`src/rtl/spart_bus_ctrl_if.sv`:
```
// CPU-side I/O bus of the mini SPART: chip select, direction, register address, data in/out and the two status flags.
interface spart_bus_ctrl_if;
  logic       iocs;
  logic       iorw;
  logic [1:0] ioaddr;
  logic [7:0] databus_in;
  logic [7:0] databus_out;
  logic       rda;
  logic       tbr;

  modport master (
    output iocs, iorw, ioaddr, databus_in,
    input  databus_out, rda, tbr
  );

  modport slave (
    input  iocs, iorw, ioaddr, databus_in,
    output databus_out, rda, tbr
  );
endinterface

```
`src/rtl/spart_bus_ctrl.sv`:
```
// spart_bus_ctrl: CPU register interface, 16x baud tick generator and rx/tx sequencing for the mini SPART.
// Define SPART_RX_FIFO_EN to replace the single rx holding register with an RX_FIFO_DEPTH-entry FIFO.
module spart_bus_ctrl #(
  parameter logic [15:0] DIV_RESET = 16'd162
`ifdef SPART_RX_FIFO_EN
  , parameter int RX_FIFO_DEPTH = 4
`endif
) (
  input  logic             clk,
  input  logic             rst,
  spart_bus_ctrl_if.slave  bus,
  output logic             baud,
  input  logic             rx_rda,
  input  logic [7:0]       rx_data,
  input  logic             tx_tbr,
  output logic             tx_start,
  output logic [7:0]       tx_data
);
  logic rd_access, wr_access;
  logic data_rd, stat_rd, data_wr, lo_wr, hi_wr;

  assign rd_access = bus.iocs & bus.iorw;
  assign wr_access = bus.iocs & ~bus.iorw;
  assign data_rd   = rd_access & (bus.ioaddr == 2'b00);
  assign stat_rd   = rd_access & (bus.ioaddr == 2'b01);
  assign data_wr   = wr_access & (bus.ioaddr == 2'b00);
  assign lo_wr     = wr_access & (bus.ioaddr == 2'b10);
  assign hi_wr     = wr_access & (bus.ioaddr == 2'b11);

  logic [15:0] div_reg;
  logic [7:0]  stage_reg;
  logic [15:0] cnt_reg;
  logic        baud_reg;

  // A high-byte write commits the divisor and restarts the count, suppressing any tick that cycle.
  always_ff @(posedge clk or posedge rst) begin
    if (rst) begin
      div_reg   <= DIV_RESET;
      stage_reg <= DIV_RESET[7:0];
      cnt_reg   <= DIV_RESET;
      baud_reg  <= 1'b0;
    end else begin
      if (lo_wr)
        stage_reg <= bus.databus_in;
      if (hi_wr) begin
        div_reg  <= {bus.databus_in, stage_reg};
        cnt_reg  <= {bus.databus_in, stage_reg};
        baud_reg <= 1'b0;
      end else if (cnt_reg == 16'd0) begin
        cnt_reg  <= div_reg;
        baud_reg <= 1'b1;
      end else begin
        cnt_reg  <= cnt_reg - 16'd1;
        baud_reg <= 1'b0;
      end
    end
  end

  logic rx_prev_reg;
  logic push;

  always_ff @(posedge clk or posedge rst) begin
    if (rst)
      rx_prev_reg <= 1'b1;
    else
      rx_prev_reg <= rx_rda;
  end

  assign push = rx_rda & ~rx_prev_reg;

  logic       empty, full, pop, wr_en, ovr_event;
  logic [7:0] head;

`ifdef SPART_RX_FIFO_EN
  localparam int AW = $clog2(RX_FIFO_DEPTH);
  localparam logic [AW:0] FULL_COUNT = (AW+1)'(RX_FIFO_DEPTH);

  logic [7:0]    mem [RX_FIFO_DEPTH];
  logic [AW-1:0] rd_ptr_reg, wr_ptr_reg;
  logic [AW:0]   count_reg;

  assign empty     = (count_reg == '0);
  assign full      = (count_reg == FULL_COUNT);
  assign head      = mem[rd_ptr_reg];
  assign pop       = data_rd & ~empty;
  assign wr_en     = push & (~full | pop);
  assign ovr_event = push & full & ~pop;

  always_ff @(posedge clk) begin
    if (wr_en)
      mem[wr_ptr_reg] <= rx_data;
  end

  always_ff @(posedge clk or posedge rst) begin
    if (rst) begin
      rd_ptr_reg <= '0;
      wr_ptr_reg <= '0;
      count_reg  <= '0;
    end else begin
      if (wr_en)
        wr_ptr_reg <= wr_ptr_reg + 1'b1;
      if (pop)
        rd_ptr_reg <= rd_ptr_reg + 1'b1;
      case ({wr_en, pop})
        2'b10:   count_reg <= count_reg + 1'b1;
        2'b01:   count_reg <= count_reg - 1'b1;
        default: count_reg <= count_reg;
      endcase
    end
  end
`else
  logic [7:0] hold_reg;
  logic       full_reg;

  assign empty     = ~full_reg;
  assign full      = full_reg;
  assign head      = hold_reg;
  assign pop       = data_rd & full;
  assign wr_en     = push & (~full | pop);
  assign ovr_event = push & full & ~pop;

  always_ff @(posedge clk or posedge rst) begin
    if (rst) begin
      hold_reg <= 8'h00;
      full_reg <= 1'b0;
    end else begin
      if (wr_en)
        hold_reg <= rx_data;
      full_reg <= wr_en | (full_reg & ~pop);
    end
  end
`endif

  logic ovr_reg;
  logic tx_tbr_reg, tx_start_reg;
  logic [7:0] tx_data_reg;
  logic tbr_int;

  // tx_start masks tbr so a write in the cycle right after an issue cannot issue again.
  assign tbr_int = tx_tbr_reg & ~tx_start_reg;

  always_ff @(posedge clk or posedge rst) begin
    if (rst) begin
      ovr_reg      <= 1'b0;
      tx_tbr_reg   <= 1'b0;
      tx_start_reg <= 1'b0;
      tx_data_reg  <= 8'h00;
    end else begin
      ovr_reg      <= ovr_event | (ovr_reg & ~stat_rd);
      tx_tbr_reg   <= tx_tbr;
      tx_start_reg <= data_wr & tbr_int;
      if (data_wr & tbr_int)
        tx_data_reg <= bus.databus_in;
    end
  end

  always_comb begin
    bus.databus_out = 8'h00;
    if (rd_access) begin
      case (bus.ioaddr)
        2'b00:   bus.databus_out = empty ? 8'h00 : head;
        2'b01:   bus.databus_out = {5'b00000, ovr_reg, tbr_int, ~empty};
        2'b10:   bus.databus_out = div_reg[7:0];
        default: bus.databus_out = div_reg[15:8];
      endcase
    end
  end

  assign bus.rda  = ~empty;
  assign bus.tbr  = tbr_int;
  assign baud     = baud_reg;
  assign tx_start = tx_start_reg;
  assign tx_data  = tx_data_reg;
endmodule

```
`src/flat_wrapper.sv`:
```
// flat-port wrapper written by rule: the top's interface ports become plain ports
module spart_bus_ctrl_flat 
#(
  parameter logic [15:0] DIV_RESET = 16'd162

)
  (clk, rst, baud, rx_rda, rx_data, tx_tbr, tx_start, tx_data, bus_iocs, bus_iorw, bus_ioaddr, bus_databus_in, bus_databus_out, bus_rda, bus_tbr);
  spart_bus_ctrl_if bus_i ();
  input  logic clk;
  input  logic rst;
  output logic baud;
  input  logic rx_rda;
  input  logic [7:0] rx_data;
  input  logic tx_tbr;
  output logic tx_start;
  output logic [7:0] tx_data;
  input wire logic [$bits(bus_i.iocs)-1:0] bus_iocs;
  input wire logic [$bits(bus_i.iorw)-1:0] bus_iorw;
  input wire logic [$bits(bus_i.ioaddr)-1:0] bus_ioaddr;
  input wire logic [$bits(bus_i.databus_in)-1:0] bus_databus_in;
  output wire logic [$bits(bus_i.databus_out)-1:0] bus_databus_out;
  output wire logic [$bits(bus_i.rda)-1:0] bus_rda;
  output wire logic [$bits(bus_i.tbr)-1:0] bus_tbr;
  assign bus_i.iocs = bus_iocs;
  assign bus_i.iorw = bus_iorw;
  assign bus_i.ioaddr = bus_ioaddr;
  assign bus_i.databus_in = bus_databus_in;
  assign bus_databus_out = bus_i.databus_out;
  assign bus_rda = bus_i.rda;
  assign bus_tbr = bus_i.tbr;
  spart_bus_ctrl #(.DIV_RESET(DIV_RESET)) u_core (.clk(clk), .rst(rst), .bus(bus_i), .baud(baud), .rx_rda(rx_rda), .rx_data(rx_data), .tx_tbr(tx_tbr), .tx_start(tx_start), .tx_data(tx_data));
endmodule
```
`config.mk`:
```
export PLATFORM = sky130hd
export DESIGN_NAME = spart_bus_ctrl_flat
export DESIGN_NICKNAME = d
export VERILOG_FILES = /design/src/rtl/spart_bus_ctrl_if.sv /design/src/rtl/spart_bus_ctrl.sv /design/src/flat_wrapper.sv
export SDC_FILE = /design/constraint.sdc
export NUM_CORES = 1
export LEC_CHECK = 0
export BUFFER_PORTS_ARGS = -buffer_cell sky130_fd_sc_hd__buf_2
export CORE_MARGIN = 3
export CORE_UTILIZATION = 48
export CTS_CLUSTER_SIZE = 12
export DETAILED_ROUTE_END_ITERATION = 16
export MAX_ROUTING_LAYER = met4
export PLACE_DENSITY = 0.69
export SETUP_SLACK_MARGIN = 0.15
export SLEW_MARGIN = 20
export SYNTH_ARGS = -nofsm -noshare
export SYNTH_HDL_FRONTEND = slang
export SYNTH_SLANG_ARGS = --single-unit
```
`constraint.sdc`:
```
create_clock -name clk -period 2.4 [get_ports clk]
set_input_delay 0 -clock clk [delete_from_list [all_inputs] [get_ports clk]]
set_output_delay 0 -clock clk [all_outputs]
set_load 0.02 [all_outputs]
```
==> summary.md <==
The run finished with clean final reports. At the end of routability-driven placement, the weighted congestion stood at 0.892. The static leakage power was 1.75 nW. The clock arrives with 0.00945 ns of skew. Setup repair after global routing left no endpoint under its margin. Floorplan die width: 85.0 um.

The finished cells cover 3690 um^2. The tools report the violation count after the first detailed-routing iteration as 211. Detailed placement ended at an HPWL of 4760 um. The max capacitance violation total is 0, and the number of H-tree levels is 3. The distinct cell type count after synthesis is 45. The post-synthesis async set-or-reset flop share works out to 1.00.

In the final routed layout, each cell accounts on average for 15.2 um. The worst hold path passes through 4 cells. In this run, post-CTS hold repair placed 19 buffers. The layout cell share with drive strength beyond 1 was 0.268. The floorplan step defined a die boundary enclosing 7230 um^2.

Transition time of the tightest slew-check pin: 0.688 ns. The worst path needs 2.03 ns of the cycle, external delays included. The hold violation count in the final report was 0; the number of filler cells placed in the layout was 507. The worst hold path belongs to the class primary input to flop.

The number of sinks handled by clock tree synthesis was 62; the flip-flop and latch count after synthesis was 62. Summing internal, switching and leakage power gives 3.65 mW. The post-synthesis sequential area ratio is 0.522, and the number of vias per cell after detailed routing is 5.32. In this run the tool buffered the top-level ports with 43 buffer cells.

The logs give 2464 for the number of global-route vias before repair and 2446 for the total number of vias. The tools report the endpoint required time on the critical path as 2.61 ns. The top metal layer carrying routed signals was met4. The worst setup path is captured at a flop.

For this design the top-level I/O count stands at 44. The worst slew margin relative to its limit is 0.537. In this design, the critical path's most frequently occurring cell is o21ai_0. The diode insertion count for antenna repair is 0, and the placed cell area is 3280 um^2. For this design the ratio of total power to cell area is 991 nW/um^2.

Averaged over all synthesized cells, the footprint is 9.55 um^2. The tools report the final max-slew violation count as 0. The critical path goes through inv_1 -> ha_1 -> nor4b_2 -> nand4_1 -> buf_4 -> o21ai_0 -> o21ai_0. The tools report the number of resized instances in the post-cts repair step as 0. For this run, the detailed router's first-pass iteration total came to 4. The logs give 0 for the number of buffers inserted to repair setup after CTS and 0 for the initial antenna violation count.

The maximum vdd ir drop is 0.578 mV. The routed wire length on met3 is 234 um, and the wire length on met2 is 3280 um. Among all flip-flop cells after synthesis, the most frequent one is dfrtp_1.

Data arrival time of the worst path: 2.25 ns. For this block, wires on met1 add up to 3330 um. The total congestion overflow after global routing was 0; the length in cells of the worst reg-to-reg path was 7.

OpenSTA, run right after detailed placement, puts the worst setup slack at 0.417 ns. TritonCTS built the clock tree. After synthesis, the most frequently instantiated cells are 90 x nand2_1, 52 x dfrtp_1, 20 x nor2_1, 19 x o21ai_1, 18 x mux2_2.

dfrtp_1 takes more of the synthesized area than any other cell. The post-route clock period utilization works out to 0.848. Relative to the synthesized area, the layout overhead comes to 23.0%. STA classifies the critical path startpoint as a flop.

Of all nets on the critical path, the largest fanout is 13. The logs give 3000 um^2 for the post-synthesis instance area and 0 ns for the total negative slack for setup checks. The first global-routing pass estimated 12100 um of wire. When the netlist entered floorplanning its net count stood at 340. In this run the clock root is driven by a clkbuf_8. The number of buffers created by CTS is 9. The effective utilization at floorplan was 0.500; the worst-skew pair later-pin latency was 0.34 ns. The count of standard-cell rows was 28; the count of yosys warnings during synthesis was 0.

The number of synthesized flops with an enable pin was 0; the maximum count of clock buffers along a single path was 2. The final layout contains 406 nets. Entering global routing, the biggest net connects 28 pins.

The logs give 492 MHz for the maximum clock frequency and 5990 um^2 for the floorplan core area. The largest individual stage delay along the critical path comes from the cell dfrtp_1. The tools report the final setup violation count as 0. On the worst path, the slowest cell contributes a delay of 0.44 ns. The die extent in y is 85.0 um. Startpoint-to-endpoint class of the critical path: flop to flop.

The fraction of synthesized cell area taken by the top area cell type is 0.434, and the count of nets left with antenna violations after detail routing is 0. Among all cell types in the netlist, the one instantiated most often is nand2_1. After technology mapping, the gate count stands at 314. Across all setup checks in the final design, the least slack found is 0.366 ns. The routed design has 6980 um of wire. The total routing resource utilization after global routing is 0.218. By area the synthesized netlist is led by dfrtp_1 43%, nand2_1 11%, dfstp_2 8.8%.

Clock-pin slew was measured on the worst setup and hold paths at 0.07 ns. For this run, design rule violations remaining after detail routing come to 0. The share of the core filled with cells came out at 0.615.
layout make-up:
class,instances,area (um^2),area share
sequential,62,1560,0.424
multi-input combinational,231,1330,0.360
timing repair buffer,68,450,0.122
clock buffer,9,124,0.0336
clock inverter,7,97.6,0.0265
tap,75,93.8,0.0254
inverter,8,30.0,0.00814
final timing paths:
check                                  startpoint                 end  slack, ns
worst max-delay path            u_core.cnt_reg[0]  u_core.cnt_reg[15]       0.37
worst min-delay path                     bus_iocs      u_core.bus.rda       0.06
worst max register to register  u_core.cnt_reg[0]  u_core.cnt_reg[15]       0.37
worst min register to register  u_core.div_reg[5]   u_core.div_reg[5]       0.47
max in group asynchronous                     rst   u_core.div_reg[5]       1.55
min in group asynchronous                     rst   u_core.tx_data[3]       0.14
per-stage QoR:
stage,cells,hold WS [ns]
2_1_floorplan,314,0.00448
3_5_place_dp,425,-0.0330
6_report,460,0.0594
4_1_cts,460,0.0420
5_1_grt,460,0.130
3_3_place_gp,425,-0.0322
critical path: cells and delay by family, from the launching register on:
family | cells | cell delay (ns)
adders and majority gates | 1 | 0.20
DFF | 1 | 0.44
buffers and inverters | 2 | 0.35
and+or+nand+nor | 2 | 0.55
AOI/OAI and AO/OA | 2 | 0.37
placed cells by master, fill, tap and decap left out, types with 3 or more instances in the layout:
cell            n
nand2_1        90
dfrtp_1        52
buf_2          43
nor2_1         20
o21ai_1        19
dlygate4sd3_1  19
mux2_2         18
o21ai_0        15
dfstp_2        10
a21oi_1         9
clkbuf_8        9
nand3_1         7
inv_1           6
mux2i_1         6
buf_4           6
xnor2_1         5
nor3_1          4
o221ai_1        3
per-layer routing:
metal / global-route usage / up-vias
li1: - / 1200
met1: 0.302 / 1181
met2: 0.311 / 56
met3: 0.0350 / 9
met5: - / -
met4: 0.106 / 0
cell families after synthesis:
family,count (synthesis),share of synthesized area
compound gates,58,0.112
xor+xnor,7,0.0205
fa+ha+maj,2,0.00835
buf+inv,21,0.0355
flops,62,0.522
mux,24,0.0876
simple gates,140,0.214
power breakdown:
part	switching [mW]	total (mW)	internal (mW)
clock network	0.439	1.03	0.588
logic	0.500	0.942	0.443
registers	0.306	1.69	1.38
No activity file was read; power rests on OpenSTA's default activity.
